### src/rtl/axil_cmd_master.sv
// AXI4-Lite command master: turns one local command at a time into a single
// AXI4-Lite read or write and returns one response for it. A sticky timeout
// flag reports a transaction that has been waiting too long without aborting it.
module axil_cmd_master #(
   parameter int TIMEOUT = 1024
) (
   input  logic        M_AXI_ACLK,
   input  logic        M_AXI_ARESET,
   input  logic        CMD_VALID,
   output logic        CMD_READY,
   input  logic        CMD_WRITE,
   input  logic [31:0] CMD_ADDR,
   input  logic [31:0] CMD_WDATA,
   input  logic [3:0]  CMD_WSTRB,
   output logic        RSP_VALID,
   input  logic        RSP_READY,
   output logic        RSP_WRITE,
   output logic [31:0] RSP_RDATA,
   output logic [1:0]  RSP_RESP,
   output logic        TIMEOUT_FLAG,
   output logic [31:0] M_AXI_AWADDR,
   output logic        M_AXI_AWVALID,
   input  logic        M_AXI_AWREADY,
   output logic [31:0] M_AXI_WDATA,
   output logic [3:0]  M_AXI_WSTRB,
   output logic        M_AXI_WVALID,
   input  logic        M_AXI_WREADY,
   input  logic [1:0]  M_AXI_BRESP,
   input  logic        M_AXI_BVALID,
   output logic        M_AXI_BREADY,
   output logic [31:0] M_AXI_ARADDR,
   output logic        M_AXI_ARVALID,
   input  logic        M_AXI_ARREADY,
   input  logic [31:0] M_AXI_RDATA,
   input  logic [1:0]  M_AXI_RRESP,
   input  logic        M_AXI_RVALID,
   output logic        M_AXI_RREADY
);

   // Counter is sized to hold TIMEOUT; TIMEOUT = 0 leaves it pinned at its
   // saturation value so it never counts and the flag never sets.
   localparam int CNT_W = (TIMEOUT > 0) ? $clog2(TIMEOUT + 1) : 1;
   localparam logic [CNT_W-1:0] CNT_MAX = CNT_W'(TIMEOUT);

   typedef enum logic [2:0] {
      IDLE  = 3'd0,
      WREQ  = 3'd1,
      WRESP = 3'd2,
      RREQ  = 3'd3,
      RRESP = 3'd4,
      RSP   = 3'd5
   } state_t;

   state_t           state;
   logic             cmd_write_q;
   logic [31:0]      addr_q;
   logic [31:0]      wdata_q;
   logic [3:0]       wstrb_q;
   logic             aw_done;
   logic             w_done;
   logic [CNT_W-1:0] to_cnt;

   logic aw_hs;
   logic w_hs;
   logic aw_fin;
   logic w_fin;
   logic in_wait;
   logic cmd_acc;

   assign aw_hs   = M_AXI_AWVALID & M_AXI_AWREADY;
   assign w_hs    = M_AXI_WVALID & M_AXI_WREADY;
   assign aw_fin  = aw_done | aw_hs;
   assign w_fin   = w_done | w_hs;
   assign in_wait = (state == WREQ) || (state == WRESP) ||
                    (state == RREQ) || (state == RRESP);
   assign cmd_acc = (state == IDLE) && CMD_VALID;

   // Accept only in IDLE; decoded from registered state, so no input-to-output path.
   assign CMD_READY    = (state == IDLE);
   assign M_AXI_AWADDR = addr_q;
   assign M_AXI_ARADDR = addr_q;
   assign M_AXI_WDATA  = wdata_q;
   assign M_AXI_WSTRB  = wstrb_q;

   // Transaction FSM with registered channel handshakes and response capture.
   always_ff @(posedge M_AXI_ACLK or posedge M_AXI_ARESET) begin
      if (M_AXI_ARESET) begin
         state         <= IDLE;
         cmd_write_q   <= 1'b0;
         addr_q        <= '0;
         wdata_q       <= '0;
         wstrb_q       <= '0;
         aw_done       <= 1'b0;
         w_done        <= 1'b0;
         M_AXI_AWVALID <= 1'b0;
         M_AXI_WVALID  <= 1'b0;
         M_AXI_BREADY  <= 1'b0;
         M_AXI_ARVALID <= 1'b0;
         M_AXI_RREADY  <= 1'b0;
         RSP_VALID     <= 1'b0;
         RSP_WRITE     <= 1'b0;
         RSP_RDATA     <= '0;
         RSP_RESP      <= '0;
      end else begin
         case (state)
            IDLE: begin
               if (CMD_VALID) begin
                  cmd_write_q <= CMD_WRITE;
                  addr_q      <= CMD_ADDR;
                  wdata_q     <= CMD_WDATA;
                  wstrb_q     <= CMD_WSTRB;
                  if (CMD_WRITE) begin
                     state         <= WREQ;
                     M_AXI_AWVALID <= 1'b1;
                     M_AXI_WVALID  <= 1'b1;
                     aw_done       <= 1'b0;
                     w_done        <= 1'b0;
                  end else begin
                     state         <= RREQ;
                     M_AXI_ARVALID <= 1'b1;
                  end
               end
            end
            WREQ: begin
               // AW and W complete independently, in either order or together.
               if (aw_hs) begin
                  M_AXI_AWVALID <= 1'b0;
                  aw_done       <= 1'b1;
               end
               if (w_hs) begin
                  M_AXI_WVALID <= 1'b0;
                  w_done       <= 1'b1;
               end
               if (aw_fin && w_fin) begin
                  state        <= WRESP;
                  M_AXI_BREADY <= 1'b1;
               end
            end
            WRESP: begin
               if (M_AXI_BVALID) begin
                  M_AXI_BREADY <= 1'b0;
                  RSP_VALID    <= 1'b1;
                  RSP_WRITE    <= cmd_write_q;
                  RSP_RDATA    <= '0;
                  RSP_RESP     <= M_AXI_BRESP;
                  state        <= RSP;
               end
            end
            RREQ: begin
               if (M_AXI_ARREADY) begin
                  M_AXI_ARVALID <= 1'b0;
                  M_AXI_RREADY  <= 1'b1;
                  state         <= RRESP;
               end
            end
            RRESP: begin
               if (M_AXI_RVALID) begin
                  M_AXI_RREADY <= 1'b0;
                  RSP_VALID    <= 1'b1;
                  RSP_WRITE    <= cmd_write_q;
                  RSP_RDATA    <= M_AXI_RDATA;
                  RSP_RESP     <= M_AXI_RRESP;
                  state        <= RSP;
               end
            end
            RSP: begin
               if (RSP_READY) begin
                  RSP_VALID <= 1'b0;
                  state     <= IDLE;
               end
            end
            default: state <= IDLE;
         endcase
      end
   end

   // Wait-state cycle counter with sticky flag; both restart on command acceptance.
   always_ff @(posedge M_AXI_ACLK or posedge M_AXI_ARESET) begin
      if (M_AXI_ARESET) begin
         to_cnt       <= '0;
         TIMEOUT_FLAG <= 1'b0;
      end else if (cmd_acc) begin
         to_cnt       <= '0;
         TIMEOUT_FLAG <= 1'b0;
      end else if (in_wait && (to_cnt != CNT_MAX)) begin
         to_cnt <= to_cnt + 1'b1;
         if ((to_cnt + 1'b1) == CNT_MAX) begin
            TIMEOUT_FLAG <= 1'b1;
         end
      end
   end

endmodule

### config.mk
export PLATFORM = sky130hd
export DESIGN_NAME = axil_cmd_master
export DESIGN_NICKNAME = d
export VERILOG_FILES = /design/src/rtl/axil_cmd_master.sv
export SDC_FILE = /design/constraint.sdc
export NUM_CORES = 1
export LEC_CHECK = 0
export CELL_PAD_IN_SITES_DETAIL_PLACEMENT = 0
export CELL_PAD_IN_SITES_GLOBAL_PLACEMENT = 2
export CORE_MARGIN = 2
export CORE_UTILIZATION = 21
export DETAILED_ROUTE_END_ITERATION = 12
export PLACE_DENSITY_LB_ADDON = 0.1
export SLEW_MARGIN = 20
export SYNTH_ARGS = -nofsm -noshare
export SYNTH_HDL_FRONTEND = slang
export SYNTH_SLANG_ARGS = --single-unit
### constraint.sdc
create_clock -name M_AXI_ACLK -period 4.48 [get_ports M_AXI_ACLK]
set_input_delay 0.896 -clock M_AXI_ACLK [delete_from_list [all_inputs] [get_ports M_AXI_ACLK]]
set_output_delay 0.896 -clock M_AXI_ACLK [all_outputs]
set_load 0.005 [all_outputs]
==> metrics <==
initial antenna violation count=1; I/O Buffers=approximately 260; drt first pass iters=6; total CTS buffers=17; H-tree depth=4; Max Clock Freq=roughly 350 MHz; ANT cells=0; clk sinks=around 130; crit path DAT=1.98 ns; largest net degree at the start of global routing=between 70 and 80; Final Setup Violations=0; Slew Limit Fails=0; Crit Path Category=register to output pin; # rows=between 50 and 60; final core utilization=between 30% and 40%; fraction of layout cells with a size suffix above 1=6.338%; max_slew headroom=42.53%; initial DRC count=around 190; Starting Density=a little over a fifth; Primary FF master, synth=dfrtp_1; ys async rst share=100.0%; number of library cell types mapped by synthesis=51; Leakage=a little under 4 nW; GP Congestion=around 0.74; first-pass GRT wire length=about 28000 µm; Fin Setup TNS=0 ns; Post-DRT Antenna Nets=0; clk buf depth=2; CTS resizes=0; register area=around 3200 µm²; Synth warnings=0; Filler cells=2657; Setup Skew=~0.0085 ns; core area=25980 µm²; # Max-Cap Violations=0; overall routing resource usage=between 10 and 15%; Hold Vio Cnt, Final=0; Die Y=166.4 µm; Post-synth EDFFs=0; synthesized flop and latch total=roughly 130; final net count=~960; clock root cell=clkbuf_16; CTS tree=yes; total die area=27700 µm²; Post-Syn Nets=between 700 and 800; crit end category=output pin; area grow syn2layout=60.09%; clock-pin slew on the worst setup and hold paths=~0.060 ns; hpwl dp=around 13000 µm; Congestion Overflow GR=0; Mapped Cells=between 600 and 700; Mapped Area=5540 µm²; die width=~170 µm; Multi-input gate area=between 1500 and 2000 µm²; Post-CTS Hold Buffers=0; Req. time, crit path=~3.6 ns; Crit Path Max Fanout=15; RSZ-0062 raised after global routing=no; vias in the first global route=about 4.7k; # IOs=257; # DRC=0; status=finished, final reports clean; Pwr per Cell Area=roughly 680 nW/µm²; routed wire length=approximately 18000 µm; clk_lat worst skew=approximately 0.42 ns; Tmin final=roughly 2.9 ns; Mapped Avg Cell Area=slightly below 9 µm²; slew at the pin closest to its max-slew limit=between 0.8 and 0.9 ns; sequential area share after synthesis=a little under three fifths; Peak VDD IR=0.0002329 V; Worst Hold Class=register to register; Post CTS Setup Buffer Count=0; drt wl/cell=between 10 and 15 µm; average vias per placed instance=roughly 4.1; Fin Hold WS=roughly 0.47 ns; crit path launch type=register; Final Cycle Share=approximately 64%; via count=4821
-- critical path: stages (launching register included) --
cell and delay [ns]:
dfrtp_1 0.55, nor3_1 0.41, clkdlybuf4s50_1 0.61
-- final cells by class --
type	instances	area share, %
Clock buffer	19	4.994
Clock inverter	13	2.652
Inverter	6	0.2821
Multi-Input combinational cell	425	21.98
Sequential cell	127	35.83
Tap cell	335	4.726
Timing Repair Buffer	262	29.54
-- synth_stat cells, types with 2 or more instances --
cell,n,area (µm²)
nand2_1,295,1107
dfrtp_1,127,3178
o21ai_0,41,205.2
buf_4,32,240.2
clkbuf_1,23,86.33
a21oi_1,14,70.07
nor2_1,10,37.54
buf_1,6,22.52
inv_1,6,22.52
a21o_1,5,37.54
a31oi_1,4,25.02
mux2i_1,4,40.04
nand3_1,4,20.02
nor3_1,4,20.02
nor3b_1,4,30.03
buf_6,3,33.78
a22o_1,2,17.52
and2_1,2,12.51
ha_1,2,25.02
nand4_1,2,12.51
nor2b_1,2,12.51
or3_2,2,15.01
xor2_1,2,17.52
-- cell usage in the layout, fill, tap and decap left out, types with 4 or more instances in the layout --
master,netlist,layout
a21o_1,5,4
a21oi_1,14,14
a31oi_1,4,4
buf_4,32,5
bufinv_16,0,6
clkbuf_16,0,17
clkdlybuf4s50_1,0,256
dfrtp_1,127,127
inv_1,6,5
mux2i_1,4,4
nand2_1,295,294
nand3_1,4,4
nor2_1,10,10
nor3_1,4,4
nor3b_1,4,4
o21ai_0,41,41
-- report_power, final --
group	total, W	internal [W]	switching [W]	leakage, nW
Combinational	0.00246	0.00140	0.00106	1.99
Clock	0.00160	0.00106	0.000539	0.324
Sequential	0.00200	0.00164	0.000364	1.64
Total	0.00606	0.00410	0.00196	3.96
-- per-stage QoR --
stage | setup WS (ns) | cells | total power (W) | instance area, µm²
global route | 1.532 | 1187 | 0.006537 | 8870
floorplan | 0.1997 | 624 | 0.003153 | 5540
CTS | 1.579 | 1187 | 0.006196 | 8864
detailed placement | 1.627 | 1155 | 0.004541 | 8185
global placement | 1.669 | 1155 | 0.004521 | 8185
finish | 1.604 | 1187 | 0.006063 | 8870
-- kinds of logic (layout without fill, tap and decap cells) --
kind of cell    count (synthesis)  count (layout)  share of synthesized area, %
compound gates                 77              77                         8.176
fa+ha+maj                       2               2                        0.4516
flops                         127             127                         57.36
simple gates                  338             338                         24.96
mux                             5               5                        0.9259
buf+inv                        72             300                         7.656
xor+xnor                        3               3                        0.4743
-- state kept, by name, summed over array words and instances, names as in the netlist --
signal	flops
M_AXI_ARADDR	32
M_AXI_ARVALID	1
M_AXI_AWVALID	1
M_AXI_BREADY	1
M_AXI_RREADY	1
M_AXI_WDATA	32
M_AXI_WSTRB	4
M_AXI_WVALID	1
RSP_RDATA	32
RSP_RESP	2
RSP_VALID	1
RSP_WRITE	1
TIMEOUT_FLAG	1
aw_done	1
cmd_write_q	1
state	3
to_cnt	11
w_done	1
-- final timing paths --
| check | from | end | slack, ns | cells past startpoint |
|---|---|---|---|---|
| min in group asynchronous | M_AXI_ARESET | RSP_RDATA[13] | 1.03 | 2 |
| worst max-delay path | state[0] | CMD_READY | 1.60 | 2 |
| max in group asynchronous | M_AXI_ARESET | M_AXI_WDATA[24] | 2.64 | 3 |
| worst max register to register | state[0] | M_AXI_ARADDR[2] | 2.15 | 5 |
| worst min register to register | M_AXI_WDATA[24] | M_AXI_WDATA[24] | 0.47 | 2 |
| worst min-delay path | M_AXI_WDATA[24] | M_AXI_WDATA[24] | 0.47 | 2 |
-- layer usage --
| layer | GRT usage (%) | part of all wire (%) | vias up |
|---|---|---|---|
| met3 | 4.967 | 7.7 | 11 |
| met2 | 19.76 | 46 | 166 |
| li1 | - | - | 2395 |
| met5 | 0 | 0 | - |
| met4 | 3.936 | 1.1 | 0 |
| met1 | 16.88 | 45 | 2249 |
Power figures use the tool's default switching activity.
